### src/rtl/image_rom_arbiter.sv
// Round-robin arbiter sharing one registered-read image ROM between N_REQ pixel fetchers.
// Each accepted read returns one rd_valid pulse, tagged with the requester id, ROM_LAT cycles after its grant.
module image_rom_arbiter #(
   parameter int N_REQ   = 2,
   parameter int ROM_LAT = 1,
   parameter int ADDR_W  = 12,
   parameter int DATA_W  = 12
) (
   input  logic                     clk,
   input  logic                     rst_n,
   input  logic [N_REQ-1:0]         req,
   input  logic [N_REQ*ADDR_W-1:0]  req_addr,
   output logic [N_REQ-1:0]         gnt,
   output logic [N_REQ-1:0]         rd_valid,
   output logic [DATA_W-1:0]        rd_data,
   output logic [ADDR_W-1:0]        rom_address,
   input  logic [DATA_W-1:0]        rom_rgb
);

   localparam int ID_W = (N_REQ > 1) ? $clog2(N_REQ) : 1;

   logic [ID_W-1:0]    last_gnt;
   logic [ID_W-1:0]    gnt_id;
   logic               gnt_any;
   logic [ROM_LAT-1:0] pipe_v;
   logic [ID_W-1:0]    pipe_id [ROM_LAT];

   // Handshake: a requester holds req[i] and its address until it sees gnt[i] in the
   // same cycle; the read is taken on that rising edge and req may change afterwards.
   always_comb begin
      int idx;
      gnt     = '0;
      gnt_id  = '0;
      gnt_any = 1'b0;
      idx     = 0;
      if (rst_n) begin
         for (int k = 1; k <= N_REQ; k++) begin
            idx = (int'(last_gnt) + k) % N_REQ;
            if (!gnt_any && req[idx]) begin
               gnt_any     = 1'b1;
               gnt_id      = ID_W'(idx);
               gnt[idx]    = 1'b1;
            end
         end
      end
   end

   always_comb begin
      rom_address = '0;
      if (gnt_any)
         rom_address = req_addr[int'(gnt_id)*ADDR_W +: ADDR_W];
   end

   // Return pipeline mirrors the ROM latency so each datum is tagged with its requester.
   always_ff @(posedge clk) begin
      if (!rst_n) begin
         pipe_v   <= '0;
         last_gnt <= ID_W'(N_REQ - 1);
      end else begin
         pipe_v[0]  <= gnt_any;
         pipe_id[0] <= gnt_id;
         for (int i = 1; i < ROM_LAT; i++) begin
            pipe_v[i]  <= pipe_v[i-1];
            pipe_id[i] <= pipe_id[i-1];
         end
         if (gnt_any)
            last_gnt <= gnt_id;
      end
   end

   always_comb begin
      rd_valid = '0;
      if (pipe_v[ROM_LAT-1])
         rd_valid[pipe_id[ROM_LAT-1]] = 1'b1;
   end

   assign rd_data = rom_rgb;

endmodule

### config.mk
export PLATFORM = sky130hd
export DESIGN_NAME = image_rom_arbiter
export DESIGN_NICKNAME = d
export VERILOG_FILES = /design/src/rtl/image_rom_arbiter.sv
export SDC_FILE = /design/constraint.sdc
export NUM_CORES = 1
export LEC_CHECK = 0
export BUFFER_PORTS_ARGS = -buffer_cell sky130_fd_sc_hd__clkbuf_2
export CELL_PAD_IN_SITES_DETAIL_PLACEMENT = 1
export CELL_PAD_IN_SITES_GLOBAL_PLACEMENT = 2
export CORE_MARGIN = 10
export CORE_UTILIZATION = 10
export DETAILED_ROUTE_END_ITERATION = 10
export MAX_ROUTING_LAYER = met4
export PLACE_DENSITY = 0.82
export RECOVER_POWER = 25
export SYNTH_ARGS = -nofsm -noshare
export SYNTH_HDL_FRONTEND = slang
export SYNTH_SLANG_ARGS = --single-unit
### constraint.sdc
create_clock -name clk -period 1.1 [get_ports clk]
set_input_delay 0.055 -clock clk [delete_from_list [all_inputs] [get_ports clk]]
set_output_delay 0.055 -clock clk [all_outputs]
set_load 0.02 [all_outputs]
# Yosys cells after proc, flatten, opt, wreduce, memory -nomap -nowiden
# Memories as Yosys holds them, arrays and structs flattened.
# Index checks and enable logic that the tools add are counted.
[op_classes]
reduce_logical = 5
mul = 1
order_cmp = 6
mux = 26
n_addsub = 2
bitwise = 3
shift = 1
[op_table]
columns = ["op", "n"]
rows = [
  ["24-bit by 6-bit variable part select with 12-bit output", 1],
  ["1-bit 2-to-1 mux", 17],
  ["12-bit 2-to-1 mux", 1],
  ["2-bit 2-to-1 mux", 5],
  ["2-bit by 3-bit < comparator with 1-bit output (second input constant)", 2],
  ["2-bit by 1-bit >= comparator with 1-bit output (second input constant)", 2],
  ["1-bit logical AND", 4],
  ["1-bit demux with 1-bit select", 3],
  ["1-bit by 2-bit multiplier with 3-bit output (second input constant)", 1],
  ["1-bit adder (second input constant)", 2],
  ["1-bit bitwise AND (first input constant)", 2],
  ["1-bit by 2-bit < comparator with 1-bit output (second input constant)", 1],
  ["2-bit bitwise OR", 1],
  ["1-bit >= comparator (second input constant)", 1],
  ["1-bit logical NOT", 1],
]
[totals]
ramBits = 1
reg_bits = 2
word_cells = 47
n_memories = 1
[mem_list]
columns = ["memory", "words", "width", "rd", "rd_ports_with_merged_regs", "write_ports", "line_no", "source"]
rows = [
  ["pipe_id", 1, 1, 1, 0, 1, "26", "logic [ID_W-1:0] pipe_id [ROM_LAT];"],
]

# Longest topological paths before layout
# Gate-level depths: netlist of the first run.
[depth]
word_depth = 14
mapped_depth = 4

# Worst setup path before layout of the first run
# No wires, ideal clock.
[synth_timing]
path_type = "register to output"
startpoint = "reg last_gnt"
endpoint = "out rom_address[0]"
path_stages_with_launch = 5
n_path_buf = 1
path_slack_ns = 0.061
t_arrival_ns = 0.984
required_time_ns = 1.045
cell_sequence = "dfxtp_1 -> nand2_1 -> nand2_1 -> buf_4 -> o22ai_1"
[synth_via]
elab_chain_cells = 13
[synth_rtl]
columns = ["item", "line_no", "source"]
rows = [
  ["start: declaration", "22", "logic [ID_W-1:0] last_gnt;"],
  ["start signal: assignment", "58", "last_gnt <= ID_W'(N_REQ - 1);"],
  ["start signal: assignment", "67", "last_gnt <= gnt_id;"],
  ["1-bit adder", "38", "idx = (int'(last_gnt) + k) % N_REQ;"],
  ["1-bit 2-to-1 mux (not written as such) (3 in series)", "39", "if (!gnt_any && req[idx]) begin"],
  ["1-bit 2-to-1 mux", "39", ""],
  ["1-bit 2-to-1 mux", "36", "if (rst_n) begin"],
  ["1-bit logical NOT", "39", ""],
  ["1-bit logical AND", "39", ""],
  ["1-bit 2-to-1 mux", "39", ""],
  ["1-bit 2-to-1 mux", "36", ""],
  ["1-bit by 2-bit multiplier with 3-bit output", "51", "rom_address = req_addr[int'(gnt_id)*ADDR_W +: ADDR_W];"],
  ["24-bit by 6-bit variable part select with 12-bit output", "51", ""],
  ["12-bit 2-to-1 mux *", "50", "if (gnt_any)"],
  ["end: declaration", "16", "output logic [ADDR_W-1:0] rom_address,"],
]
# Mark *: on every way between the ends. The rest lies on a longest branch, timed or not. The select of a mux whose other input is x is not followed.

# Worst setup path after layout of the first run
[layout_timing]
startpoint = "reg last_gnt"
endpoint = "out rom_address[9]"
# Same word-level chain as after synthesis.

==> results of run 1 <==
-- critical path, cell delays in order (launching register included) --
cell and delay (ps):
dfxtp_2 330, o21ai_4 180, buf_6 170, o22ai_2 80, clkbuf_8 150
-- flip-flops by register name, indices dropped and copies added, names as in the netlist --
| name | flops |
|---|---|
| pipe_v | 1 |
| pipe_id | 1 |
| last_gnt | 1 |
-- how the worst min path moves through the flow --
stage | startpoint | endpoint | slack, ps | cells past startpoint
after detailed placement | rom_rgb[0] | rd_data[0] | 110 | 0
after global placement | rom_rgb[0] | rd_data[0] | 110 | 0
final | rom_rgb[4] | rd_data[4] | 110 | 0
after floorplan | rst_n | pipe_id[0] | 170 | 0
after CTS | rom_rgb[0] | rd_data[0] | 110 | 0
after global routing | rom_rgb[4] | rd_data[4] | 110 | 0
-- what timing repair did --
action	4_1_cts	5_1_grt
resized for setup	48	25
endpoints found under the hold margin	0	0
cloned	2	0
pin swaps	13	1
endpoints found under the setup margin	14	14
buffers inserted	0	1
-- power breakdown --
part | switching, W | internal (W)
Clock | 0.0000778 | 0.000248
Sequential | 0.00000494 | 0.000124
Combinational | 0.000214 | 0.000216
-- metrics by stage --
stage | std cells | worst slack, ps | power [W]
after detailed placement | 151 | 76.01 | 0.0003865
after global placement | 151 | 105.1 | 0.0003847
after global routing | 158 | -146.0 | 0.0009467
after floorplan | 70 | 61.43 | 0.0003347
final | 158 | -88.39 | 0.0008846
after CTS | 157 | -94.85 | 0.0008321
-- Yosys cell counts, drive strengths merged --
cell type	count
nor2b	1
edfxtp	1
inv	2
nand2	27
o21ai	2
nor2	5
and2	1
dfxtp	2
o22ai	12
buf	17
-- final cells by class --
cell class	instances	area, um^2	area share
multi-input cells	48	376.6	0.3767
flip-flops and latches	3	71.32	0.07134
repair buffers	51	436.7	0.4368
inverters	2	7.507	0.007509
clock buffers	4	45.04	0.04506
well taps	50	62.56	0.06258
-- logic make-up (layout without fill, tap and decap cells) --
group	count (synthesis)	in the layout	synth area share
AOI/OAI and AO/OA	14	14	0.2064
buffers and inverters	19	57	0.3227
DFF	3	3	0.1628
and+or+nand+nor	34	34	0.3082
-- layer usage --
layer | share of wire | routed length, um
met4 | 0.0052 | 12
met3 | 0.077 | 179
met1 | 0.42 | 976
met2 | 0.50 | 1146
met5 | 0 | 0
-- cells in the final DEF, fill, tap and decap left out, drive strengths merged --
cell / Yosys / layout
nand2: 27 / 27
and2: 1 / 1
dfxtp: 2 / 2
nor2: 5 / 5
buf: 17 / 17
edfxtp: 1 / 1
o21ai: 2 / 2
nor2b: 1 / 1
inv: 2 / 2
clkbuf: 0 / 38
o22ai: 12 / 12
==> reports/qor.yml, run 1 <==
sta:
  min_period_over_period: 1.080
  rsz0062_at_grt: "true"
  worstMarginPinSlew_ps: 195.7
  hold_viol: 0
  max_freq_mhz: 841.5
  fin_crit_ps: 1188
  slew_violations: 0
  setup_slack_ps: -88.39
  slew_headroom: 0.8694
  tns_ps: -883.7
  setup_viol: 13
  holdWs_ps: 110.0
  skew_ps: 0.03061
finish:
  layout-area-overhead-vs-synth_pct: 132.3
  drive_gt1_frac: 0.6667
  final_nets: 149
  design_area_um2: 999.7
  nFillCells: 497
  n_antenna_cell: 0
  fin_util: 0.2446
run_status:
  violations: "setup timing"
  status: "complete, but fails checks"
drt:
  drt-wirelength-per-cell_um: 14.65
  first_pass_iters: 3
  drt_iter0_markers: 27
  drc: 0
  antenna_left: 0
  vias_per_cell: 3.854
  routed_wl_mm: 2.315
  vias: 609
power_and_ir_drop:
  power.density_nw_per_um2: 884.9
  p_leak_nw: 0.4463
  ir_worst_vdd_mv: 0.3325
floorplan:
  start_util: 0.1053
  die_h_um: 85.61
  fp.dieW_um: 85.61
  io-pin-count: 68
  core-area_um2: 4086
  fp-row-count: 23
  die_area_um2: 7328
yosys:
  yosysWarnings: 0
  synthTopCellsByArea: "buf_4, nand2_1, o22ai_1"
  synth_cell_type_count: 12
  synth.top_cell.area_share: 0.2791
  ys_seq_area_frac: 0.1628
  syn_area_um2: 430.4
  ys_seq_elements: 3
  syn_area_per_cell_um2: 6.149
  post-synth-top-area-cell: "buf_4"
  syn_nets: 110
  syn_inst: 70
place:
  dpl_cell_area_um2: 626.9
  hpwl_mm: 1.534
  gp_congestion: 0.6176
  port_buffers: 43
global_routing:
  grt_max_degree: 28
  grtUsageMet3: 0.03217
  use_met2: 0.09469
  grt_overflow: 0
  antenna_found_initial: 0
  met1_usage: 0.06607
  busiest_layer: "met2"
  grt_pass1_vias: 667
  track_usage: 0.06057
  grt_pass1_wl_mm: 3.450
critical_path:
  path_max_fanout: 5
  crit_type: "flop to output pin"
  crit_path_end: "rom_address[9]"
  endpoint_kind: "output pin"
  startpoint: "last_gnt"
  arrival_ps: 1130
  start_kind: "flop"
  r2r_start: "last_gnt"
  crit_required_ps: 1040
  r2r-end: "pipe_id[0]"
  reg2reg_depth: 4
  reg2reg_slack_ps: 140
clocking:
  cts_max_level: 1
  cts_tree: "done"
  clk_latency_ps: 220
  hold_buffers: 0
  clockRootBuffer: "clkbuf_8"
  numCtsBuffers: 3
  cts.sinks: 3
  clkTransAtPathRegs_ps: 30
  cts_max_path_buffers: 2
hold_path:
  hold_class: "input port to output pin"
flow_run:
  drv_cap: 0
(Power assumes the default switching activity.)
==> run 2, diff against run 1 <==
==> constraint.sdc (replaced) <==
create_clock -name clk -period 1 [get_ports clk]
set_input_delay 0.05 -clock clk [delete_from_list [all_inputs] [get_ports clk]]
set_output_delay 0.05 -clock clk [all_outputs]
set_load 0.02 [all_outputs]
==> run 2 against run 1 <==
Net effect:
- critical path depth is the same
- largest cell class unchanged
- combinational power shrank 9.3%
- design area shrank 12%
- critical endpoint is now rom_address[6]
- wire length shrank 8.5%
- power grew 0.60%
- the flow still finishes with violations (setup timing)
- flip-flop and latch count is the same
==> reports/qor.yml, run 2 (synthesis gave the netlist of run 1 again) <==
place:
  dpl_cell_area_um2: 634.4  # +1.2%
  port_buffers: 43  # unchanged
  hpwl_mm: 1.589  # +3.6%
  gp_congestion: 0.5868  # -5.0%
drt:
  drc: 0  # unchanged
  drt-wirelength-per-cell_um: 13.50  # -7.9%
  first_pass_iters: 3  # unchanged
  vias_per_cell: 3.682  # -4.5%
  routed_wl_mm: 2.119  # -8.5%
  drt_iter0_markers: 13  # -52%
  antenna_left: 0  # unchanged
  vias: 578  # -5.1%
finish:
  final_nets: 148  # -0.67%
  n_antenna_cell: 0  # unchanged
  mostFrequentLayoutCell: "clkbuf_2"
  drive_gt1_frac: 0.6355  # -0.03115
  design_area_um2: 878.3  # -12%
  final_cell_mix: "clkbuf_2, nand2_1, o22ai_2"
  fin_util: 0.2149  # -0.02970
  layout-area-overhead-vs-synth_pct: 104.1
  top_regs: "last_gnt: 1 flops, pipe_id: 1 flops, pipe_v: 1 flops"
clocking:
  cts_tree: "done"
  clockRootBuffer: "clkbuf_8"
  cts.sinks: 3  # unchanged
  clk_latency_ps: 220  # about the same
  numCtsBuffers: 3  # unchanged
  cts_max_level: 1  # unchanged
  hold_buffers: 0  # unchanged
  clkTransAtPathRegs_ps: 30  # about the same
  cts_max_path_buffers: 2  # unchanged
sta:
  max_freq_mhz: 832.2
  setup_viol: 14  # +1
  rsz0062_at_grt: "true"
  worstMarginPinSlew_ps: 161.6  # -34.08 ps
  fin_crit_ps: 1202
  slew_headroom: 0.8911  # +0.02173
  setup_slack_ps: -201.7  # -113.3 ps
  slew_violations: 0  # unchanged
  min_period_over_period: 1.202
  hold_viol: 0  # unchanged
  holdWs_ps: 100.0  # -10.00 ps
  skew_ps: 0.03629  # +0.005676 ps
run_status:
  status: "complete, but fails checks"
  violations: "setup timing"
floorplan:
  die_area_um2: 7328  # unchanged
  core-area_um2: 4086  # unchanged
  die_h_um: 85.61  # unchanged
  fp.dieW_um: 85.61  # unchanged
  io-pin-count: 68  # unchanged
  fp-row-count: 23  # unchanged
  start_util: 0.1053  # unchanged
hold_path:
  hold_class: "input port to output pin"
  hold_start: "rom_rgb[4]"
  whs_path_depth: 0  # unchanged
  hold-path-endpoint: "rd_data[4]"
power_and_ir_drop:
  p_leak_nw: 0.4245  # -4.9%
  ir_worst_vdd_mv: 0.3081  # -7.3%
  power.density_nw_per_um2: 1013  # +15%
critical_path:
  r2r_start: "last_gnt"
  crit_chain: "o21ai_4 -> buf_4 -> o22ai_1 -> buf_4"
  r2r-end: "pipe_id[0]"
  crit_type: "flop to output pin"
  crit_path_top_delay_cell: "dfxtp_4"
  path_max_fanout: 4  # -1
  reg2reg_depth: 4  # unchanged
  endpoint_kind: "output pin"
  cp_top_family: "flip-flops"
  reg2reg_slack_ps: 70  # -70 ps
  crit_required_ps: 950  # -90 ps
  start_kind: "flop"
  critPathBufInv: 2  # unchanged
  crit_top_cell: "buf_4"
  arrival_ps: 1150  # +20 ps
  max_stage_delay_ps: 350  # +20 ps
global_routing:
  grt_max_degree: 28  # unchanged
  track_usage: 0.05844  # -0.002129
  grt_pass1_wl_mm: 3.346  # -3.0%
  grt_pass1_vias: 672  # +0.75%
  antenna_found_initial: 0  # unchanged
  grt_overflow: 0  # unchanged
flow_run:
  drv_cap: 0  # unchanged
-- run 2: cell types whose count changed in the layout (fill, tap and decap cells not counted), moves of 2 or more --
cell | previous run | this run
o22ai_1 | 0 | 2
o22ai_4 | 7 | 1
buf_4 | 1 | 7
buf_8 | 7 | 1
o22ai_2 | 5 | 9
-- run 2: metal layers --
metal / GRT usage / routed length (um)
met5: - / 0
met4: 0.01048 / 0
met3: 0.03595 / 228
met2: 0.09332 / 1043
met1: 0.06088 / 847
-- run 2: layout make-up --
| type | count | area [um^2] |
|---|---|---|
| Timing Repair Buffer | 50 | 377.9 |
| Clock buffer | 4 | 45.04 |
| Inverter | 2 | 7.507 |
| Tap cell | 50 | 62.56 |
| Sequential cell | 3 | 73.82 |
| Fill cell | 515 | 3208 |
| Multi-Input combinational cell | 48 | 311.5 |
-- run 2: worst max path at each step --
| stage | cells past startpoint | endpoint | slack [ps] | start |
|---|---|---|---|---|
| 6_report | 4 | rom_address[6] | -200 | last_gnt |
| 5_1_grt | 4 | rom_address[6] | -240 | last_gnt |
| 4_1_cts | 5 | rom_address[4] | -210 | last_gnt |
| 3_5_place_dp | 4 | rom_address[7] | -30 | last_gnt |
| 3_3_place_gp | 4 | rom_address[8] | 8 | last_gnt |
| 2_1_floorplan | 4 | rom_address[0] | -30 | last_gnt |
-- run 2: power breakdown --
group / internal (W) / leakage, nW / switching, W
sequential: 0.000135 / 0.0271 / 0.00000582
combinational: 0.000192 / 0.375 / 0.000198
clock: 0.000272 / 0.0228 / 0.0000859
total: 0.000600 / 0.425 / 0.000290
-- run 2: what timing repair did --
item                                    in CTS  in global routing
pin swaps                                    2                  2
endpoints found under the hold margin        0                  0
cloned                                       1                  0
setup buffers                                0                  0
resized for setup                           34                 22
endpoints found under the setup margin      14                 15
-- run 2: through the flow --
step           TNS [ps]   power, W  setup slack (ps)  instances
6_report          -2401  0.0008899            -201.7        157
2_1_floorplan    -268.6  0.0003682            -33.57         70
5_1_grt           -2980  0.0009496            -240.4        157
4_1_cts           -2710  0.0008711            -206.6        157
3_3_place_gp          0  0.0004285             7.739        152
3_5_place_dp     -105.5  0.0004303            -28.75        152
-- run 2: worst reg2reg max path: cells and delay by family (launching register included) --
kind | cells | cell delay, ps
buffers and inverters | 1 | 130
AND/OR/NAND/NOR | 3 | 190
flip-flops | 1 | 360
